===== src/rtl/cpu_pkg.sv =====
// Shared CPU front-end types: default widths, NOP encoding and fetch-queue entry.
package cpu_pkg;

  localparam int unsigned ADDR_W  = 32;
  localparam int unsigned INSTR_W = 32;

  // addi x0, x0, 0
  localparam logic [INSTR_W-1:0] NOP_INSTR = 32'h0000_0013;

  typedef struct packed {
    logic [ADDR_W-1:0]  pc;
    logic [INSTR_W-1:0] instr;
  } fq_entry_t;

endpackage


===== src/rtl/fetch_queue.sv =====
// Synchronous FIFO of fetched {pc, instr} entries with a single-cycle clear.
module fetch_queue
  import cpu_pkg::*;
#(
  parameter int unsigned Depth = 2,
  localparam int unsigned CntW = $clog2(Depth + 1)
) (
  input  logic            clk,
  input  logic            rst_n,
  input  logic            clear_i,
  input  logic            push_i,
  input  fq_entry_t       data_i,
  input  logic            pop_i,
  output fq_entry_t       head_o,
  output logic [CntW-1:0] count_o,
  output logic            full_o,
  output logic            empty_o
);

  localparam int unsigned PtrW = (Depth > 1) ? $clog2(Depth) : 1;

  fq_entry_t       mem_q [Depth];
  logic [PtrW-1:0] wr_ptr_q, wr_ptr_d, rd_ptr_q, rd_ptr_d;
  logic [CntW-1:0] count_q, count_d;
  logic            do_push, do_pop;

  function automatic logic [PtrW-1:0] ptr_inc(input logic [PtrW-1:0] p);
    return (p == PtrW'(Depth - 1)) ? '0 : p + PtrW'(1);
  endfunction

  assign full_o  = (count_q == CntW'(Depth));
  assign empty_o = (count_q == '0);
  assign count_o = count_q;
  assign head_o  = mem_q[rd_ptr_q];

  // Clear wins over push/pop in the same cycle.
  assign do_push = push_i & ~full_o & ~clear_i;
  assign do_pop  = pop_i & ~empty_o & ~clear_i;

  // Pointer and occupancy next-state.
  always_comb begin
    wr_ptr_d = wr_ptr_q;
    rd_ptr_d = rd_ptr_q;
    count_d  = count_q;
    if (clear_i) begin
      wr_ptr_d = '0;
      rd_ptr_d = '0;
      count_d  = '0;
    end else begin
      if (do_push) wr_ptr_d = ptr_inc(wr_ptr_q);
      if (do_pop)  rd_ptr_d = ptr_inc(rd_ptr_q);
      count_d = count_q + CntW'(do_push) - CntW'(do_pop);
    end
  end

  // Pointer and occupancy registers.
  always_ff @(posedge clk or negedge rst_n) begin
    if (!rst_n) begin
      wr_ptr_q <= '0;
      rd_ptr_q <= '0;
      count_q  <= '0;
    end else begin
      wr_ptr_q <= wr_ptr_d;
      rd_ptr_q <= rd_ptr_d;
      count_q  <= count_d;
    end
  end

  // Entry storage; contents are don't-care while empty, so no reset.
  always_ff @(posedge clk) begin
    if (do_push) mem_q[wr_ptr_q] <= data_i;
  end

`ifndef SYNTHESIS
  // Issue credits should make a push into a full queue unreachable.
  always_ff @(posedge clk) begin
    if (rst_n && push_i && !clear_i) begin
      assert (!full_o) else $error("fetch_queue: push while full");
    end
  end
`endif

endmodule


===== src/rtl/fetch_unit.sv =====
// IF stage: owns the PC, issues in-order imem fetches and buffers responses
// for IF/ID, honouring branch redirects, flushes and stalls.
module fetch_unit
  import cpu_pkg::*;
#(
  parameter int unsigned       ADDR_W   = cpu_pkg::ADDR_W,
  parameter int unsigned       INSTR_W  = cpu_pkg::INSTR_W,
  parameter logic [ADDR_W-1:0] RESET_PC = '0,
  parameter int unsigned       FQ_DEPTH = 2
) (
  input  logic               clk,
  input  logic               rst_n,
  output logic               imem_req_vld,
  output logic [ADDR_W-1:0]  imem_req_addr,
  input  logic               imem_req_rdy,
  input  logic               imem_rsp_vld,
  input  logic [INSTR_W-1:0] imem_rsp_data,
  input  logic               pc_branch_sel,
  input  logic [ADDR_W-1:0]  branch_target,
  input  logic               stall,
  input  logic               flush,
  output logic               if_vld,
  output logic [INSTR_W-1:0] if_instr,
  output logic [ADDR_W-1:0]  if_pc,
  output logic [ADDR_W-1:0]  if_pc_plus4
);

  localparam int unsigned CntW = $clog2(FQ_DEPTH + 1);

  logic [ADDR_W-1:0] pc_q, pc_d;
  logic [ADDR_W-1:0] rsp_pc_q, rsp_pc_d;  // PC of the oldest non-dropped response
  logic [CntW-1:0]   out_q, out_d;        // requests accepted, response pending
  logic [CntW-1:0]   drop_q, drop_d;      // pending responses that are wrong-path
  logic              live_q;              // first request waits one cycle after reset
  logic [CntW-1:0]   q_count;
  logic              q_empty, q_full_unused;
  logic              credit_ok, req_fire, push, pop, clear;
  logic [ADDR_W-1:0] target_aligned;
  logic              unused_tgt_lsbs;
  fq_entry_t         push_entry, head;

  assign target_aligned  = {branch_target[ADDR_W-1:2], 2'b00};
  assign unused_tgt_lsbs = ^branch_target[1:0];

  // Queued plus in-flight never exceeds depth; pops this cycle are not credited.
  assign credit_ok     = ({1'b0, q_count} + {1'b0, out_q}) < (CntW + 1)'(FQ_DEPTH);
  assign imem_req_vld  = live_q & ~pc_branch_sel & credit_ok;
  assign imem_req_addr = pc_q;
  assign req_fire      = imem_req_vld & imem_req_rdy;

  assign push_entry = '{pc: rsp_pc_q, instr: imem_rsp_data};
  assign pop        = ~q_empty & ~stall & ~clear;

  // PC, in-flight bookkeeping and queue control; redirect > flush > normal.
  always_comb begin
    pc_d     = req_fire ? pc_q + ADDR_W'(4) : pc_q;
    out_d    = out_q + CntW'(req_fire) - CntW'(imem_rsp_vld);
    drop_d   = drop_q;
    rsp_pc_d = rsp_pc_q;
    push     = 1'b0;
    clear    = 1'b0;
    if (pc_branch_sel) begin
      pc_d     = target_aligned;
      clear    = 1'b1;
      drop_d   = out_q - CntW'(imem_rsp_vld);
      rsp_pc_d = target_aligned;
    end else if (flush) begin
      clear    = 1'b1;
      drop_d   = out_q - CntW'(imem_rsp_vld);
      rsp_pc_d = pc_q;  // a request firing now is the first valid one
    end else if (imem_rsp_vld) begin
      if (drop_q != '0) begin
        drop_d = drop_q - CntW'(1);
      end else begin
        push     = 1'b1;
        rsp_pc_d = rsp_pc_q + ADDR_W'(4);
      end
    end
  end

  // Fetch-control state registers.
  always_ff @(posedge clk or negedge rst_n) begin
    if (!rst_n) begin
      pc_q     <= RESET_PC;
      rsp_pc_q <= RESET_PC;
      out_q    <= '0;
      drop_q   <= '0;
      live_q   <= 1'b0;
    end else begin
      pc_q     <= pc_d;
      rsp_pc_q <= rsp_pc_d;
      out_q    <= out_d;
      drop_q   <= drop_d;
      live_q   <= 1'b1;
    end
  end

  fetch_queue #(
    .Depth(FQ_DEPTH)
  ) u_fetch_queue (
    .clk    (clk),
    .rst_n  (rst_n),
    .clear_i(clear),
    .push_i (push),
    .data_i (push_entry),
    .pop_i  (pop),
    .head_o (head),
    .count_o(q_count),
    .full_o (q_full_unused),
    .empty_o(q_empty)
  );

  // Head of queue toward IF/ID; NOP and PC 0 while empty.
  always_comb begin
    if_vld      = ~q_empty;
    if_instr    = q_empty ? NOP_INSTR : head.instr;
    if_pc       = q_empty ? '0 : head.pc;
    if_pc_plus4 = if_pc + ADDR_W'(4);
  end

endmodule

===== config.mk =====
export PLATFORM = sky130hd
export DESIGN_NAME = fetch_unit
export DESIGN_NICKNAME = d
export VERILOG_FILES = /design/src/rtl/cpu_pkg.sv /design/src/rtl/fetch_queue.sv /design/src/rtl/fetch_unit.sv
export SDC_FILE = /design/constraint.sdc
export NUM_CORES = 1
export LEC_CHECK = 0
export BUFFER_PORTS_ARGS = -buffer_cell sky130_fd_sc_hd__buf_2
export CORE_MARGIN = 2
export CORE_UTILIZATION = 40
export DETAILED_ROUTE_END_ITERATION = 8
export PLACE_DENSITY = 0.65
export SYNTH_ARGS = -nofsm -noshare
export SYNTH_HDL_FRONTEND = slang
export SYNTH_SLANG_ARGS = --single-unit

===== constraint.sdc =====
create_clock -name clk -period 6.5 [get_ports clk]
set_input_delay 0.325 -clock clk [delete_from_list [all_inputs] [get_ports clk]]
set_output_delay 0.325 -clock clk [all_outputs]
set_load 0.01 [all_outputs]

# Yosys cells after proc, flatten, opt, wreduce, memory -nomap -nowiden
# Memories as Yosys holds them, arrays and structs flattened.
# Cells that the tools add are included.
word_totals:
  ramBits: 128
  out_inout_bits: 130
  regBits: 73
  memories: 1
op_classes:
  muxes: 27
  bitwise_logic: 14
  eq_ne: 2
  n_reduce_logical: 9
  add_sub_neg: 12
  magnitude_cmp: 1
mem_list:
  columns: ["name", "depth", "width", "read_ports", "rd_clocked_by_memory_dff", "wr", "line", "rtl"]
  rows:
  - ["u_fetch_queue.mem_q", 2, 64, 1, 0, 1, "fetch_queue.sv:22", "fq_entry_t mem_q [Depth];"]
ops:
  columns: ["operator", "count"]
  rows:
  - ["$mux 32", 8]
  - ["$add 32x3->32 const B", 3]
  - ["$mux 1", 14]
  - ["$mux 2", 5]
  - ["$and 1x1->1", 9]
  - ["$reduce_bool 2->1", 4]
  - ["$reduce_bool 3->1", 2]
  - ["$sub 2x1->2", 3]
  - ["$not 1->1", 5]
  - ["$add 2x1->2", 2]
  - ["$reduce_and 2->1", 2]
  - ["$add 2x2->3", 1]
  - ["$lt 3x2->1 const B", 1]
  - ["$ne 3x3->1 const B", 1]
  - ["$add 1x1->1 const B", 2]
  - ["$eq 2x2->1 const B", 1]
  - ["$logic_not 2->1", 1]
  - ["$sub 2x1->2 const B", 1]

# Longest topological paths before layout
# Gate-level depths: netlist (run 1).
logic_depth:
  ltp_word: 10
  ltp_mapped: 12
  depth_no_buf: 11

# Cells and area by module
# Synthesis (run 1) repeated with hierarchy kept, for this count alone.
unflattened:
  cells_unflattened: 873
  area_unflattened_um2: 10277.4
modules_own_cells:
  columns: ["module", "cells_each", "n_inst", "area_per_inst_um2", "seq_area_each_um2"]
  rows:
  - ["fetch_unit", 649, 1, 5225.0, 1651.6]
  - ["fetch_queue", 224, 1, 5052.3, 3943.8]

# Worst setup path before layout (run 1)
# No wires, ideal clock.
synth_timing:
  path_type: "register to register"
  start: "register drop_q[0]"
  end: "memory u_fetch_queue.mem_q[0][0] (netlist name) (enable)"
  n_path_buf: 1
  stages_incl_launch_ff: 8
  t_arrival_ns: 4.151
  setup_slack_ns: 1.858
  synth_period_minus_slack_ns: 4.642
  path_cell_list: "dfrtp_1 -> inv_1 -> ha_1 -> and2_1 -> clkbuf_1 -> nand2_1 -> a21oi_1 -> nor2b_1"
synth_via:
  elab_chain_len: 9
synth_lines:
  columns: ["item", "line", "rtl"]
  rows:
  - ["start: declaration", "fetch_unit.sv:33", "logic [CntW-1:0] drop_q, drop_d;"]
  - ["start signal: assignment", "fetch_unit.sv:93", "drop_q <= drop_d;"]
  - ["$reduce_bool 2->1", "fetch_unit.sv:72", "if (drop_q != '0) begin"]
  - ["$mux 1", "fetch_unit.sv:72", null]
  - ["$mux 1", "fetch_unit.sv:71", "end else if (imem_rsp_vld) begin"]
  - ["$mux 1", "fetch_unit.sv:67", "end else if (flush) begin"]
  - ["$mux 1", "fetch_unit.sv:62", "if (pc_branch_sel) begin"]
  - ["$and 1x1->1 (2 in a row)", "fetch_queue.sv:37", "assign do_push = push_i & ~full_o & ~clear_i;"]
  - ["$mux 1", "fetch_queue.sv:71", "if (do_push) mem_q[wr_ptr_q] <= data_i;"]
  - ["$mux 1 (not written as such)", "fetch_queue.sv:71", null]
  - ["end: declaration", "fetch_queue.sv:22", null]
# Every way passes these cells.

# Worst setup path after layout (run 1)
layout_timing:
  start: "register u_fetch_queue.rd_ptr_q"
  end: "output if_pc_plus4[28]"
layout_via:
  elab_chain_len: 3
layout_lines:
  columns: ["item", "line", "rtl"]
  rows:
  - ["start: declaration", "fetch_queue.sv:23", "logic [PtrW-1:0] wr_ptr_q, wr_ptr_d, rd_ptr_q, rd_ptr_d;"]
  - ["start signal: assignment", "fetch_queue.sv:64", "rd_ptr_q <= rd_ptr_d;"]
  - ["$mem_v2 2x64", null, null]
  - ["$mux 32", "fetch_unit.sv:117", "if_pc = q_empty ? '0 : head.pc;"]
  - ["$add 32x3->32", "fetch_unit.sv:118", "if_pc_plus4 = if_pc + ADDR_W'(4);"]
  - ["end: declaration", "fetch_unit.sv:25", "output logic [ADDR_W-1:0] if_pc_plus4"]
# Every way passes these cells.

==> reports/summary.log, run 1 <==
[sta] remaining max-slew budget at the tightest pin 30.7%
[layout] Layout Cells excl Fill 1393
[layout] nets@finish 1136
[cts] post-CTS clock slew at the launch and capture registers of the worst setup and hold paths 0.08 ns
[synth] area share of the largest cell type after synthesis 38.2%
[grt] global-route congestion overflow total 0
[detailed_routing] DR WL/cell 18.4 um
[synth] most common flop cell mapped by yosys sky130_fd_sc_hd__edfxtp_1
[cts] Post-CTS Repair Setup Buffers 0
[synth] register area share after synthesis 55.9%
[layout] synthesis-to-layout area growth 18.4%
[critical_path] worst-path cell with the longest stage delay sky130_fd_sc_hd__dfrtp_4
[critical_path] critical path data required time 6.17 ns
[pwr] Power Internal 2.10 mW
[pwr] net switching power 0.851 mW
[run_status] outcome finished, final reports clean
[detailed_routing] total iterations of the first detailed-routing run 5
[floorplan] initial cell density of the core 40.7%
[place] final estimated routing congestion in global placement 0.856
[sta] pin slew with the least headroom to its limit 1.04 ns
[sta] setup TNS 0 ns
[sta] fin crit share 61.7%
[pwr] fraction of power consumed by sequential logic 52.0%
[synth] post-synthesis sequential element count 196
[worst_hold_path] Tightest Hold Check Type input port to flip-flop
[critical_path] Worst path max stage delay 0.82 ns
[floorplan] number of core rows 57
[critical_path] data arrival time at the worst-slack endpoint 3.68 ns
[synth] proportion of register bits with asynchronous set or reset after synthesis 35.7%
[detailed_routing] DR DRC count 0
[synth] Syn. warnings 0
[run] number of max-cap violations 0
[pwr] Switching Fraction 28.9%
[synth] Unique masters post-synth 68
[grt] maximum number of pins on one net before global-route repair 71
[detailed_routing] violation count after the first detailed-route iteration 578
[grt] overall fraction of global-route tracks in use 19.8%
[sta] worst setup margin 2.49 ns
[floorplan] die area 26000 um2
[synth] top cell type by total area after synthesis sky130_fd_sc_hd__edfxtp_1
[place] Place WS 2.61 ns
[detailed_routing] total wire length after detailed routing 25600 um
[cts] maximum buffer depth of the clock tree 2
[detailed_routing] DR vias/cell 5.40
[synth] leading cell types by total area after synthesis sky130_fd_sc_hd__edfxtp_1 (38%), sky130_fd_sc_hd__dfrtp_1 (18%), sky130_fd_sc_hd__mux2i_1 (6.7%)
[cts] number of hold-repair buffers added at the cts stage 0
[critical_path] ordered cell list for the critical path buf_4 > mux2i_1 > nor4b_4 > nand4_4 > nor3_1 > xor2_1 > buf_2
[layout] most frequent cells in the layout sky130_fd_sc_hd__buf_2 (196), sky130_fd_sc_hd__edfxtp_1 (126), sky130_fd_sc_hd__nor2_1 (92)
[sta] worst setup skew after layout 0.0145 ns
[detailed_routing] antenna violation net count after detailed routing 0
[detailed_routing] number of vias in the routed layout 7527
[pwr] power density of the placed cells 251 nW/um2
[critical_path] worst setup path class flip-flop to output pin
[floorplan] Core Footprint 24300 um2
[synth] Post-Syn Instances 879
[cts] source-to-sink clock delay at the later pin of the worst-skew pair 0.44 ns
[place] DP Wirelength 18500 um
[layout] layout cell share with drive strength beyond 1 25.1%
[grt] number of global-route vias before repair 6979
[grt] first-pass GRT wire length 40200 um
[sta] maximum clock frequency 250 MHz
[cts] number of gates resized after CTS 0
[pwr] Clk pwr share 35.7%
[cts] TritonCTS clock tree done
[pwr] static power due to leakage 4.62 nW
[synth] EDFF count, synth 126
[sta] number of hold-slack violations in the final timing report 0
[sta] endpoints failing setup 0
[pwr] relative contribution of combinational cells to total power 12.3%
[synth] Netlist Area Pre-Place 9910 um2
[layout] leading cell type in the layout, fill and taps excluded sky130_fd_sc_hd__buf_2
[floorplan] floorplan die height 161 um
[critical_path] sort of element at the end of the critical path output pin
[sta] pins over their slew limit 0
[floorplan] Die W 161 um
[sta] setup repair after global routing missed its margin no
[floorplan] count of boundary I/O pins 201
[critical_path] crit-path max FO 43
[cts] number of clock sinks 196
[cts] buffer cell driving the clock tree root sky130_fd_sc_hd__clkbuf_16
[grt] number of antenna violations at the first check in global routing 0
[cts] Inserted Clock Buffers 17
[place] post-placement cell count 1360
[pwr] worst supply voltage drop on vdd 163 uV
[synth] synthesized area per cell 11.3 um2
[cts] number of H-tree levels 4
[place] number of port buffers 196
[sta] minimum period implied by the final worst setup slack 4.01 ns
[critical_path] type of element launching the critical path flip-flop
## critical path, delay by kind of cell, from the launching register on
family	cells	cell delay, ns
flip-flops	1	0.82
buffers and inverters	2	0.79
XOR/XNOR	1	0.18
multiplexers	1	0.25
AND/OR/NAND/NOR	3	1.18
## per-stage QoR
stage,cell area (um2),util (%),hold WS (ns),power (mW)
after floorplan,9910,-,0.0294,1.76
after global placement,11100,45.8,0.455,1.91
after detailed placement,11100,45.8,0.472,1.92
after CTS,11700,48.2,0.0504,2.97
after global routing,11700,48.2,0.0517,3.08
final,11700,48.3,0.0707,2.95
## registers in the layout, indices dropped and copies added, names as in the netlist
signal / count
live_q: 1
imem_req_addr: 30
u_fetch_queue.count_o: 2
drop_q: 2
out_q: 2
u_fetch_queue.mem_q: 126
rsp_pc_q: 31
u_fetch_queue.wr_ptr_q: 1
u_fetch_queue.rd_ptr_q: 1
## layout make-up
type / count / area (um2)
fill: 2203 / 12600
tap: 324 / 405
clock buffer: 17 / 425
sequential: 196 / 5540
inverter: 22 / 82.6
clock inverter: 15 / 176
timing repair buffer: 204 / 1040
antenna: 1 / 2.50
multi-input combinational: 614 / 4060
## layer usage
layer / share of wire, % / track usage, % / wire length [um] / up-vias
li1: - / - / - / 3594
met1: 48 / 29.7 / 12400 / 3601
met2: 43 / 29.5 / 11000 / 311
met3: 7.7 / 3.85 / 1970 / 21
met4: 1.0 / 4.71 / 268 / 0
met5: 0 / 0 / 0 / -
## synthesized netlist by cell type, drive strengths merged (3+ instances only)
cell    number
edfxtp     126
nor2        93
nand2       74
dfrtp       70
mux2i       66
nand3       39
o21ai       37
xnor2       33
xor2        29
buf         28
nor3        27
a21oi       25
inv         21
clkbuf      20
nand4       20
a31oi       14
and3        13
nor4        13
o211ai      13
and2        11
a22oi       10
a211oi       9
ha           9
o22ai        9
and4         7
mux2         6
nand3b       6
nand2b       4
o21a         4
o311ai       4
a211o        3
nor2b        3
or3          3
## power groups by stage
stage | logic [mW] | clock network (mW) | registers (mW)
CTS | 0.365 | 1.08 | 1.53
global route | 0.410 | 1.13 | 1.55
finish | 0.363 | 1.05 | 1.53
global placement | 0.357 | 0 | 1.55
floorplan | 0.234 | 0 | 1.53
detailed placement | 0.362 | 0 | 1.56
## kinds of logic (layout without fill, tap and decap cells)
| logic type | count (synthesis) | count (layout) | synth area share (%) |
|---|---|---|---|
| AND/OR/NAND/NOR | 319 | 319 | 16.7 |
| flip-flops | 196 | 196 | 55.9 |
| AO/OA/AOI/OAI | 148 | 148 | 9.82 |
| multiplexers | 72 | 72 | 7.35 |
| buffers and inverters | 70 | 258 | 3.32 |
| XOR/XNOR | 62 | 62 | 5.48 |
| adder cells (fa/ha/maj) | 10 | 10 | 1.34 |
| other | 2 | 4 | 0.0758 |
## path summary, 6_finish.rpt
path | startpoint | endpoint | slack (ns) | cells past startpoint
setup / recovery | u_fetch_queue.rd_ptr_q$_DFFE_PN0P_ | if_pc_plus4[28] | 2.49 | 7
hold / removal | imem_rsp_data[10] | u_fetch_queue.mem_q[0][10]$_DFFE_PP_ | 0.07 | 1
setup reg to reg | u_fetch_queue.count_o[0]$_DFF_PN0_ | out_q[1]$_DFF_PN0_ | 2.84 | 11
hold reg to reg | rsp_pc_q[0]$_DFFE_PN0P_ | u_fetch_queue.mem_q[1][33]$_DFFE_PP_ | 0.50 | 0
max in group asynchronous | rst_n | u_fetch_queue.rd_ptr_q$_DFFE_PN0P_ | 5.69 | 2
min in group asynchronous | rst_n | imem_req_addr[26]$_DFFE_PN0P_ | 0.09 | 2
No activity file was read; power rests on OpenSTA's default activity.
==> inputs of run 2 (changes only) <==
==> constraint.sdc (replaced) <==
create_clock -name clk -period 4.12 [get_ports clk]
set_input_delay 0.206 -clock clk [delete_from_list [all_inputs] [get_ports clk]]
set_output_delay 0.206 -clock clk [all_outputs]
set_load 0.01 [all_outputs]
==> run 2 against run 1 <==
Net effect:
- routed wire length down 0.73%
- final cell count up 2.9%
- setup slack worse by 1.9 ns
- sequential cell count unchanged
- total power up 61%
- sequential share of layout area down 1.8 points
- critical path depth unchanged
- non-clock buffer count up 41
- combinational power up 67%
- core utilization up 1.9 points
- sequential power up 58%
==> reports/summary.log, run 2 (same netlist as run 1, synthesis figures left out) <==
[sta] setup repair after global routing missed its margin no
[pwr] worst supply voltage drop on vdd 270 uV
[grt] first-pass GRT wire length 40100 um
[sta] worst setup skew after layout 0.0195 ns
[grt] most heavily used metal layer in global routing met2
[run_status] outcome finished, final reports clean
[detailed_routing] DR DRC count 0
[layout] Ant. Diodes 0
[layout] sequential cell area 5540 um2
[critical_path] worst-path cell with the longest stage delay sky130_fd_sc_hd__dfrtp_4
[grt] met1 routing resource usage after global routing 28.3%
[critical_path] worst setup path class flip-flop to output pin
[layout] Most flops, register u_fetch_queue.mem_q
[sta] endpoints failing setup 0
[worst_hold_path] Tightest Hold Check Type input port to flip-flop
[detailed_routing] antenna violation net count after detailed routing 0
[layout] nets@finish 1177
[layout] Largest register FFs 126
[grt] number of antenna violations at the first check in global routing 0
[critical_path] type of element launching the critical path flip-flop
[cts] post-CTS clock slew at the launch and capture registers of the worst setup and hold paths 0.08 ns
[cts] Post-CTS Repair Setup Buffers 0
[grt] GR Util met2 29.7%
[critical_path] Worst path max stage delay 0.76 ns
[sta] minimum period implied by the final worst setup slack 3.54 ns
[layout] synthesis-to-layout area growth 23.1%
[place] Place WS 0.992 ns
[cts] number of H-tree levels 4
[layout] layout cell share with drive strength beyond 1 24.5%
[sta] fin crit share 86.0%
[grt] global-route congestion overflow total 0
[critical_path] critical path's top delay family flip-flops
[cts] TritonCTS clock tree done
[floorplan] die area 26000 um2
[critical_path] sort of element at the end of the critical path output pin
[grt] met3 layer usage reported by global route 4.39%
[floorplan] Core Footprint 24300 um2
[sta] pin slew with the least headroom to its limit 0.887 ns
[place] DP Wirelength 18100 um
[detailed_routing] DR WL/cell 17.7 um
[cts] number of gates resized after CTS 0
[sta] worst setup margin 0.576 ns
[sta] setup TNS 0 ns
[sta] remaining max-slew budget at the tightest pin 40.3%
[sta] number of hold-slack violations in the final timing report 0
[layout] leading cell type in the layout, fill and taps excluded sky130_fd_sc_hd__buf_2
[layout] fillers 2171
[cts] buffer cell driving the clock tree root sky130_fd_sc_hd__clkbuf_16
[grt] maximum number of pins on one net before global-route repair 64
[cts] maximum buffer depth of the clock tree 2
[detailed_routing] violation count after the first detailed-route iteration 582
[place] number of port buffers 196
[critical_path] Critical path buffers and inverters 2
[sta] maximum clock frequency 282 MHz
[cts] number of clock sinks 196
[cts] source-to-sink clock delay at the later pin of the worst-skew pair 0.45 ns
[cts] Inserted Clock Buffers 17
[critical_path] critical path data required time 3.91 ns
[grt] overall fraction of global-route tracks in use 19.5%
[floorplan] number of core rows 57
[layout] most frequent cells in the layout sky130_fd_sc_hd__buf_2 (196), sky130_fd_sc_hd__edfxtp_1 (126), sky130_fd_sc_hd__nor2_1 (92)
[detailed_routing] number of vias in the routed layout 7680
[critical_path] crit-path max FO 35
[detailed_routing] total wire length after detailed routing 25400 um
[critical_path] ordered cell list for the critical path buf_4 > mux2i_1 > a211oi_2 > nand4_1 > nor4_2 > xor2_1 > buf_2
[critical_path] data arrival time at the worst-slack endpoint 3.34 ns
[floorplan] initial cell density of the core 40.7%
[floorplan] floorplan die height 161 um
[pwr] power density of the placed cells 389 nW/um2
[layout] end-of-flow core utilization 50.2%
[layout] multi-input gate area in the final layout 4060 um2
[cts] number of hold-repair buffers added at the cts stage 37
[run] number of max-cap violations 0
[floorplan] Die W 161 um
[sta] pins over their slew limit 0
[detailed_routing] total iterations of the first detailed-routing run 5
[pwr] static power due to leakage 4.82 nW
[critical_path] minimum setup slack among reg-to-reg paths 0.94 ns
[place] final estimated routing congestion in global placement 0.860
[grt] number of global-route vias before repair 7288
[floorplan] count of boundary I/O pins 201
[detailed_routing] DR vias/cell 5.36
-- run 2: worst min-delay path, cell delays in order --
cell                      delay (ns)
sky130_fd_sc_hd__buf_2          0.08
sky130_fd_sc_hd__nand2_1        0.06
sky130_fd_sc_hd__o21ai_1        0.07
-- run 2: path summary, 6_finish.rpt --
check	to	startpoint	depth (start not counted)
max in group asynchronous	rsp_pc_q[7]$_DFFE_PN0P_	rst_n	3
hold / removal	imem_req_addr[19]$_DFFE_PN0P_	branch_target[19]	3
hold reg to reg	out_q[0]$_DFF_PN0_	out_q[0]$_DFF_PN0_	1
setup reg to reg	imem_req_addr[18]$_DFFE_PN0P_	u_fetch_queue.count_o[0]$_DFF_PN0_	8
min in group asynchronous	imem_req_addr[23]$_DFFE_PN0P_	rst_n	2
setup / recovery	if_pc_plus4[24]	u_fetch_queue.rd_ptr_q$_DFFE_PN0P_	7
-- run 2: metal layers --
| layer | up-vias | wire length, um |
|---|---|---|
| met3 | 24 | 2120 |
| met5 | - | 0 |
| met2 | 343 | 11100 |
| met4 | 0 | 276 |
| li1 | 3668 | - |
| met1 | 3645 | 11900 |
-- run 2: metrics by stage --
step | cells | hold slack, ns | power, mW | area, um2
after CTS | 1433 | 0.00140 | 4.78 | 12200
after global placement | 1364 | 0.389 | 3.01 | 11200
after detailed placement | 1364 | 0.379 | 3.03 | 11200
after global routing | 1433 | 0.0106 | 4.97 | 12200
after floorplan | 880 | -0.0896 | 2.78 | 9910
final | 1433 | 0.00596 | 4.75 | 12200
-- run 2: area by class of cell --
cell class / instances / area share [%]
clock inverters: 15 / 1.75
flip-flops and latches: 196 / 45.4
multi-input cells: 614 / 33.3
well taps: 324 / 3.32
clock buffers: 17 / 3.49
inverters: 22 / 0.677
repair buffers: 245 / 12.0
-- run 2: where the power goes --
group          leakage [nW]  total [mW]  switching, mW  internal, mW
registers              1.98        2.41          0.172          2.24
logic                  2.54       0.606          0.339         0.267
clock network         0.306        1.73          0.879         0.850
total                  4.82        4.75           1.39          3.36
